$ cat config.mk
export PLATFORM = sky130hd
export DESIGN_NAME = rx_slip_ctrl
export DESIGN_NICKNAME = d
export VERILOG_FILES = /design/src/rtl/rx_slip_ctrl.sv
export SDC_FILE = /design/constraint.sdc
export NUM_CORES = 1
export LEC_CHECK = 0
export CORE_MARGIN = 2
export CORE_UTILIZATION = 35
export DETAILED_ROUTE_END_ITERATION = 10
export PLACE_DENSITY = 0.61
export SLEW_MARGIN = 10
export SYNTH_ARGS = -nofsm -noshare
export SYNTH_HDL_FRONTEND = slang
export SYNTH_SLANG_ARGS = --single-unit
$ cat constraint.sdc
create_clock -name clk -period 2.54 [get_ports clk]
set_input_delay 0.254 -clock clk [delete_from_list [all_inputs] [get_ports clk]]
set_output_delay 0.254 -clock clk [all_outputs]
set_load 0.1 [all_outputs]
$ cat src/rtl/rx_slip_ctrl.sv
`default_nettype none
// ============================================================================
// Module   : rx_slip_ctrl
// Purpose  : 64b/66b RX alignment sequencer: slip -> gearbox offset step,
//            valid masking while the gearbox settles, lock/timeout tracking.
//            Optional slip counter built when RX_SLIP_CNT_EN is defined.
// Revision : 1.0 - initial release
// ============================================================================
module rx_slip_ctrl #(
  parameter int BLOCK_W   = 66,
  parameter int OFF_W     = 7,
  parameter int HOLDOFF   = 4,
  parameter int TIMEOUT_W = 16,
  parameter int CNT_W     = 16
) (
  input  logic             clk,
  input  logic             nreset,
  input  logic             signal_v_i,
  input  logic             gb_valid_i,
  input  logic             slip_v_i,
  input  logic             lock_v_i,
  output logic             valid_o,
  output logic [OFF_W-1:0] offset_o,
  output logic             offset_v_o,
  output logic             lock_o,
  output logic             timeout_o,
  output logic [CNT_W-1:0] slip_cnt_o
);

  localparam logic [1:0] IDLE   = 2'd0;
  localparam logic [1:0] HUNT   = 2'd1;
  localparam logic [1:0] HOLD   = 2'd2;
  localparam logic [1:0] LOCKED = 2'd3;

  localparam int                HOLD_W    = (HOLDOFF > 1) ? $clog2(HOLDOFF) : 1;
  localparam logic [HOLD_W-1:0] c_hold_init = HOLD_W'(HOLDOFF - 1);
  localparam logic [OFF_W-1:0]  c_off_last  = OFF_W'(BLOCK_W - 1);

  logic [1:0]           r_state;
  logic [1:0]           w_next;
  logic                 w_slip_acc;
  logic [HOLD_W-1:0]    r_hold_cnt;
  logic [OFF_W-1:0]     r_offset;
  logic                 r_offset_v;
  logic                 r_lock;
  logic [TIMEOUT_W-1:0] r_to_cnt;
  logic                 r_timeout;
  logic                 w_to_clr;
  logic                 w_to_run;

  // Loss of signal overrides everything, including a same-cycle slip.
  always_comb begin
    w_next     = r_state;
    w_slip_acc = 1'b0;
    if (!signal_v_i) begin
      w_next = IDLE;
    end else begin
      case (r_state)
        IDLE: w_next = HUNT;
        HUNT: begin
          if (slip_v_i) begin
            w_slip_acc = 1'b1;
            w_next     = HOLD;
          end else if (lock_v_i) begin
            w_next = LOCKED;
          end
        end
        HOLD: if (r_hold_cnt == '0) w_next = HUNT;
        LOCKED: begin
          if (slip_v_i) begin
            w_slip_acc = 1'b1;
            w_next     = HOLD;
          end else if (!lock_v_i) begin
            w_next = HUNT;
          end
        end
        default: w_next = IDLE;
      endcase
    end
  end

  assign w_to_clr = signal_v_i && ((r_state == IDLE) || (r_state == LOCKED && w_next == HUNT));
  assign w_to_run = (r_state == HUNT) || (r_state == HOLD);

  always_ff @(posedge clk or negedge nreset) begin
    if (!nreset) begin
      r_state    <= IDLE;
      r_hold_cnt <= '0;
      r_offset   <= '0;
      r_offset_v <= 1'b0;
      r_lock     <= 1'b0;
      r_to_cnt   <= '0;
      r_timeout  <= 1'b0;
    end else begin
      r_state <= w_next;
      r_lock  <= (w_next == LOCKED);

      if (w_slip_acc) begin
        r_hold_cnt <= c_hold_init;
      end else if (r_state == HOLD && r_hold_cnt != '0) begin
        r_hold_cnt <= r_hold_cnt - 1'b1;
      end

      if (!signal_v_i) begin
        r_offset   <= '0;
        r_offset_v <= 1'b0;
      end else if (w_slip_acc) begin
        r_offset   <= (r_offset == c_off_last) ? '0 : r_offset + 1'b1;
        r_offset_v <= 1'b1;
      end else begin
        r_offset_v <= 1'b0;
      end

      // Timeout is informational: it wraps and pulses without touching the FSM.
      r_timeout <= 1'b0;
      if (w_to_clr) begin
        r_to_cnt <= '0;
      end else if (w_to_run) begin
        if (r_to_cnt == '1) begin
          r_to_cnt  <= '0;
          r_timeout <= 1'b1;
        end else begin
          r_to_cnt <= r_to_cnt + 1'b1;
        end
      end
    end
  end

`ifdef RX_SLIP_CNT_EN
  logic [CNT_W-1:0] r_slip_cnt;

  always_ff @(posedge clk or negedge nreset) begin
    if (!nreset) begin
      r_slip_cnt <= '0;
    end else if (w_slip_acc && r_slip_cnt != '1) begin
      r_slip_cnt <= r_slip_cnt + 1'b1;
    end
  end

  assign slip_cnt_o = r_slip_cnt;
`else
  assign slip_cnt_o = '0;
`endif

  assign valid_o    = ((r_state == HUNT) || (r_state == LOCKED)) && gb_valid_i;
  assign offset_o   = r_offset;
  assign offset_v_o = r_offset_v;
  assign lock_o     = r_lock;
  assign timeout_o  = r_timeout;

endmodule
`default_nettype wire

# Word-level counts from Yosys, hierarchy flattened

Index checks and enable logic that the tools add are counted.

$add $sub $neg: 3
Multipliers: 0
Div/mod/pow operators: 0
Magnitude comparators: 0
Equality and inequality tests: 8
Shift-type cells: 0
Muxes and demuxes: 23
Bitwise gates (word level): 0
Reductions and logical operators: 13

Operator list:

| cell                  | count |
|---|---|
| $mux 16               | 3 |
| $mux 7                | 3 |
| $add 16x1->16 const B | 1 |
| $eq 16x16->1 const B  | 1 |
| $mux 2                | 8 |
| $mux 1                | 8 |
| $pmux 2 s4            | 1 |
| $add 7x1->7 const B   | 1 |
| $eq 7x7->1 const B    | 1 |
| $eq 2x2->1 const B    | 3 |
| $reduce_bool 2->1     | 3 |
| $eq 2x1->1 const B    | 2 |
| $logic_and 1x1->1     | 4 |
| $logic_not 2->1       | 2 |
| $logic_or 1x1->1      | 3 |
| $ne 2x1->1 const B    | 1 |
| $reduce_or 2->1       | 1 |
| $sub 2x1->2 const B   | 1 |

Bits in registers: 30
Bits in latches: 0
RAM bits: 0
Memory bits (read-only): 0
Output and inout port bits: 27
Logic and storage cells: 54
Memories: 0

# Logic depth before layout (Yosys ltp)

Word-level depth: 9
Mapped depth: 8
Depth with buffers taken out: 7

# Least setup slack after synthesis

No wires, ideal clock.

Path kind: reg-to-reg
From: register r_offset[1] (netlist: offset_o[1])
To: register r_offset[3] (netlist: offset_o[3])
Library setup time: 0.101 ns
Arrival time: 1.874 ns
Data required time: 2.439 ns
Slack: 0.565 ns
Cell stages (with the launch flop): 8
Buffers on the path: 1
Cell sequence: dfrtp_1 > inv_1 > ha_1 > a31o_2 > buf_2 > o21bai_1 > nand2_1 > o31ai_1

Cells in the longest elaborated chain, start to end: 4

RTL lines:

| element                                          | RTL line | text |
|---|---|---|
| start, declared                                  | 43       | `logic [OFF_W-1:0] r_offset;` |
| start signal, assigned                           | 108      | `r_offset <= (r_offset == c_off_last) ? '0 : r_offset + 1'b1;` |
| $add 7x1->7 / $eq 7x7->1 (equally long branches) | 108      |  |
| $mux 7 (*)                                       | 108      |  |
| $mux 7 (*)                                       | 107      | `end else if (w_slip_acc) begin` |
| $mux 7 (*)                                       | 104      | `if (!signal_v_i) begin` |

Mark *: on every way between the ends. The rest lies on a longest branch, timed or not. The select of a mux whose other input is x is not followed.
A chain may end at the register's enable or synchronous reset.

# Worst setup path in the final report

From: register r_state[1]
To: register r_timeout (netlist: timeout_o)

Cells in the longest elaborated chain, start to end: 9

RTL lines:

| element                   | RTL line | text |
|---|---|---|
| start, declared           | 39       | `logic [1:0] r_state;` |
| start signal, assigned    | 95       | `r_state <= w_next;` |
| $mux 2 (on tied branches) | 73, 64   |  |
| $mux 2 (on tied branches) | 70, 61   |  |
| $pmux 2 s4                | 58       | `case (r_state)` |
| $mux 2                    | 55       | `if (!signal_v_i) begin` |
| $eq 2x1->1                | 82       | `assign w_to_clr = signal_v_i && ((r_state == IDLE) \|\| (r_state == LOCKED && w_next == HUNT));` |
| $logic_and 1x1->1         | 82       |  |
| $logic_or 1x1->1          | 82       |  |
| $logic_and 1x1->1         | 82       |  |
| $mux 1 (*)                | 116      | `if (w_to_clr) begin` |
| end signal, assigned      | 93       | `r_timeout <= 1'b0;` |
| end signal, assigned      | 115      | `r_timeout <= 1'b0;` |
| end signal, assigned      | 121      | `r_timeout <= 1'b1;` |
| end, declared             | 47       | `logic r_timeout;` |

Mark *: on every way between the ends. The rest lies on a longest branch, timed or not.

==> results.cfg <==
[global_routing]
grt_max_degree = 31
grt_overflow_total = 0
grt_pass1_wl_um = 5310
first_global_vias = 1129
antenna_found_initial = 0
groute.usage.overall = 0.124

[cells_and_area]
most-common-layout-cells = dfrtp_1 (30), nand2_1 (20), conb_1 (16)
antenna_cells = 0
layout-drive-gt1-share = 0.123
syn_to_final_growth_pct = 12.5
design_area_mm2 = 0.00203
regArea_um2 = 751
multi_input_area_um2 = 923
final_common_cell = dfrtp_1
layout.nets = 226
final_util = 0.403
fillerInstances = 505

[power]
p_clk_frac = 0.336
vdd_ir_drop_max_mv = 0.228
cellInternalPower_mw = 0.774
switching_share = 0.343
powerDensity_mw_per_mm2 = 580
p_switching_mw = 0.404
power_mw = 1.18
pwr-share-seq = 0.441
combPwrFrac = 0.223
power.leakage_nw = 0.935

[timing]
rsz0062_at_grt = no
finalCritPeriodShare = 0.846
fin_crit_ps = 2150
drv_slew = 0
hold_violations = 0
hold_ws_ps = 366
skew_ps = 5.97
setup_viol = 0
max_freq_mhz = 466
tns_ps = 0

[routing]
drtIter0Drc = 82
first_pass_iters = 4
vias = 1318
viasPerCell = 4.69
routed_wirelength_um = 3160
drc = 0
ant_nets = 0
detail_route.wl_per_cell_um = 11.2

[worst_setup_path]
r2r_setup_slack_ps = 390
worstReg2RegStart = r_state[1]$_DFF_PN0_
arrival_ps = 2300
r2r_cells = 7
crit_start = r_state[1]$_DFF_PN0_
worstSetupPathType = reg -> reg
path_max_fanout = 17
r2r_end = timeout_o$_DFF_PN0_
end_kind = flip-flop
cp-start-kind = flip-flop
worstPathRequired_ps = 2690

[logic_synthesis]
synth_seq_area_share = 0.416
synth_compound_area_frac = 0.132
syn_area_mm2 = 0.00181
synth_top_family_by_area = simple AND/OR/NAND/NOR gates
muxShareOfSynthArea = 0
syn_inst = 193
synthTopCellsByArea = dfrtp_1 (42%), ha_1 (6.9%), buf_4 (6.7%), nand2_1 (4.2%), o21ai_0 (3.0%)
syn_avg_cell_area_um2 = 9.35
synth_top_area_frac = 0.416
synth_cell_types = 39
ys_warn_count = 0
synthXorXnorAreaFrac = 0.0582
async_flop_share = 1.00
yosys_most_used_dff = dfrtp_1
ys_ff_latch = 30
synthAdderAreaFrac = 0.0755
synthSimpleGateAreaFrac = 0.212
yosys.area.top_type = dfrtp_1
synth_edf_count = 0

[cts]
clockBufferDepth = 2
hold_buffers = 0
cts-root-buf = clkbuf_8
post_cts_buffers = 0
clock_sinks = 30
cts_tree = yes
clk_latency_ps = 280
ctsResizeCount = 0
htree_num_levels = 2
clk_pin_slew_ps = 70
cts_inserted_buffers = 5

[place]
gp_congestion = 0.810
numPortBuffers = 16
place_hpwl_um = 2160
postPlaceCellArea_mm2 = 0.00194

[hold_path]
hold_class = in -> async

[die]
rows = 26
ios = 33
core_area_mm2 = 0.00504
die-area_mm2 = 0.00575
die_h_um = 75.8
fp.dieW_um = 75.8
start_util = 0.358

[run]
cap_violations = 0

[outcome]
status = completed
-- kinds of logic after synthesis --
family	after synthesis
adder cells (fa/ha/maj)	11
buffers and inverters	31
XOR/XNOR	12
flip-flops	30
AO/OA/AOI/OAI	34
other	1
AND/OR/NAND/NOR	74
-- registers in the layout, summed over array words and instances (netlist names) --
signal	count
timeout_o	1
r_hold_cnt	2
offset_v_o	1
r_to_cnt	16
r_state	2
offset_o	7
lock_o	1
-- power by group through the flow --
stage / clock [mW] / combinational (mW) / sequential, mW
final: 0.396 / 0.262 / 0.520
after global routing: 0.438 / 0.282 / 0.525
after CTS: 0.416 / 0.264 / 0.520
after detailed placement: 0 / 0.263 / 0.528
after global placement: 0 / 0.261 / 0.529
after floorplan: 0 / 0.218 / 0.546
-- how the worst max path moves through the flow --
stage / to / slack [ps]
2_1_floorplan: offset_o[3]$_DFFE_PN0P_ / 570
3_3_place_gp: timeout_o$_DFF_PN0_ / 430
3_5_place_dp: r_to_cnt[2]$_DFFE_PN0P_ / 370
4_1_cts: r_to_cnt[3]$_DFFE_PN0P_ / 370
5_1_grt: r_to_cnt[2]$_DFFE_PN0P_ / 140
6_report: timeout_o$_DFF_PN0_ / 390
-- critical path: stages, from the launching register on --
cell and delay, ps:
dfrtp_1 440, inv_1 110, ha_1 270, maj3_2 340, o221ai_2 190, nand4_2 150, o21ai_4 410, nor2_1 100
-- synth_stat cells (2+ instances only) --
cell type,instances
o31ai_1,2
dfrtp_1,30
a31oi_1,3
and4_1,3
nor2_1,14
nand4_1,6
a311oi_1,5
xor2_1,6
clkbuf_1,3
ha_1,10
a21oi_1,5
buf_4,16
inv_1,8
buf_2,3
nand2b_1,6
o21ai_0,11
nand3_1,10
xnor2_1,6
and2_1,2
nor2b_1,4
nand2_1,20
and3_1,3
-- layout make-up --
| type | count | share of cell area |
|---|---|---|
| multi-input cells | 147 | 0.455 |
| flip-flops and latches | 30 | 0.370 |
| repair buffers | 18 | 0.0727 |
| well taps | 70 | 0.0431 |
| clock buffers | 7 | 0.0425 |
| inverters | 8 | 0.0148 |
| clock inverters | 1 | 0.00246 |
-- layer usage --
layer / GRT usage / routed length [um] / up-vias
li1: - / - / 667
met1: 0.174 / 1570 / 618
met2: 0.171 / 1410 / 26
met3: 0.0357 / 110 / 7
met4: 0.0643 / 72 / 0
met5: 0 / 0 / -
-- per-stage QoR --
step	worst slack [ps]	std cells
floorplan	565	208
global placement	433	273
detailed placement	374	273
CTS	368	281
global route	142	281
finish	392	281
Note: power is estimated with default switching activity, not from simulation.
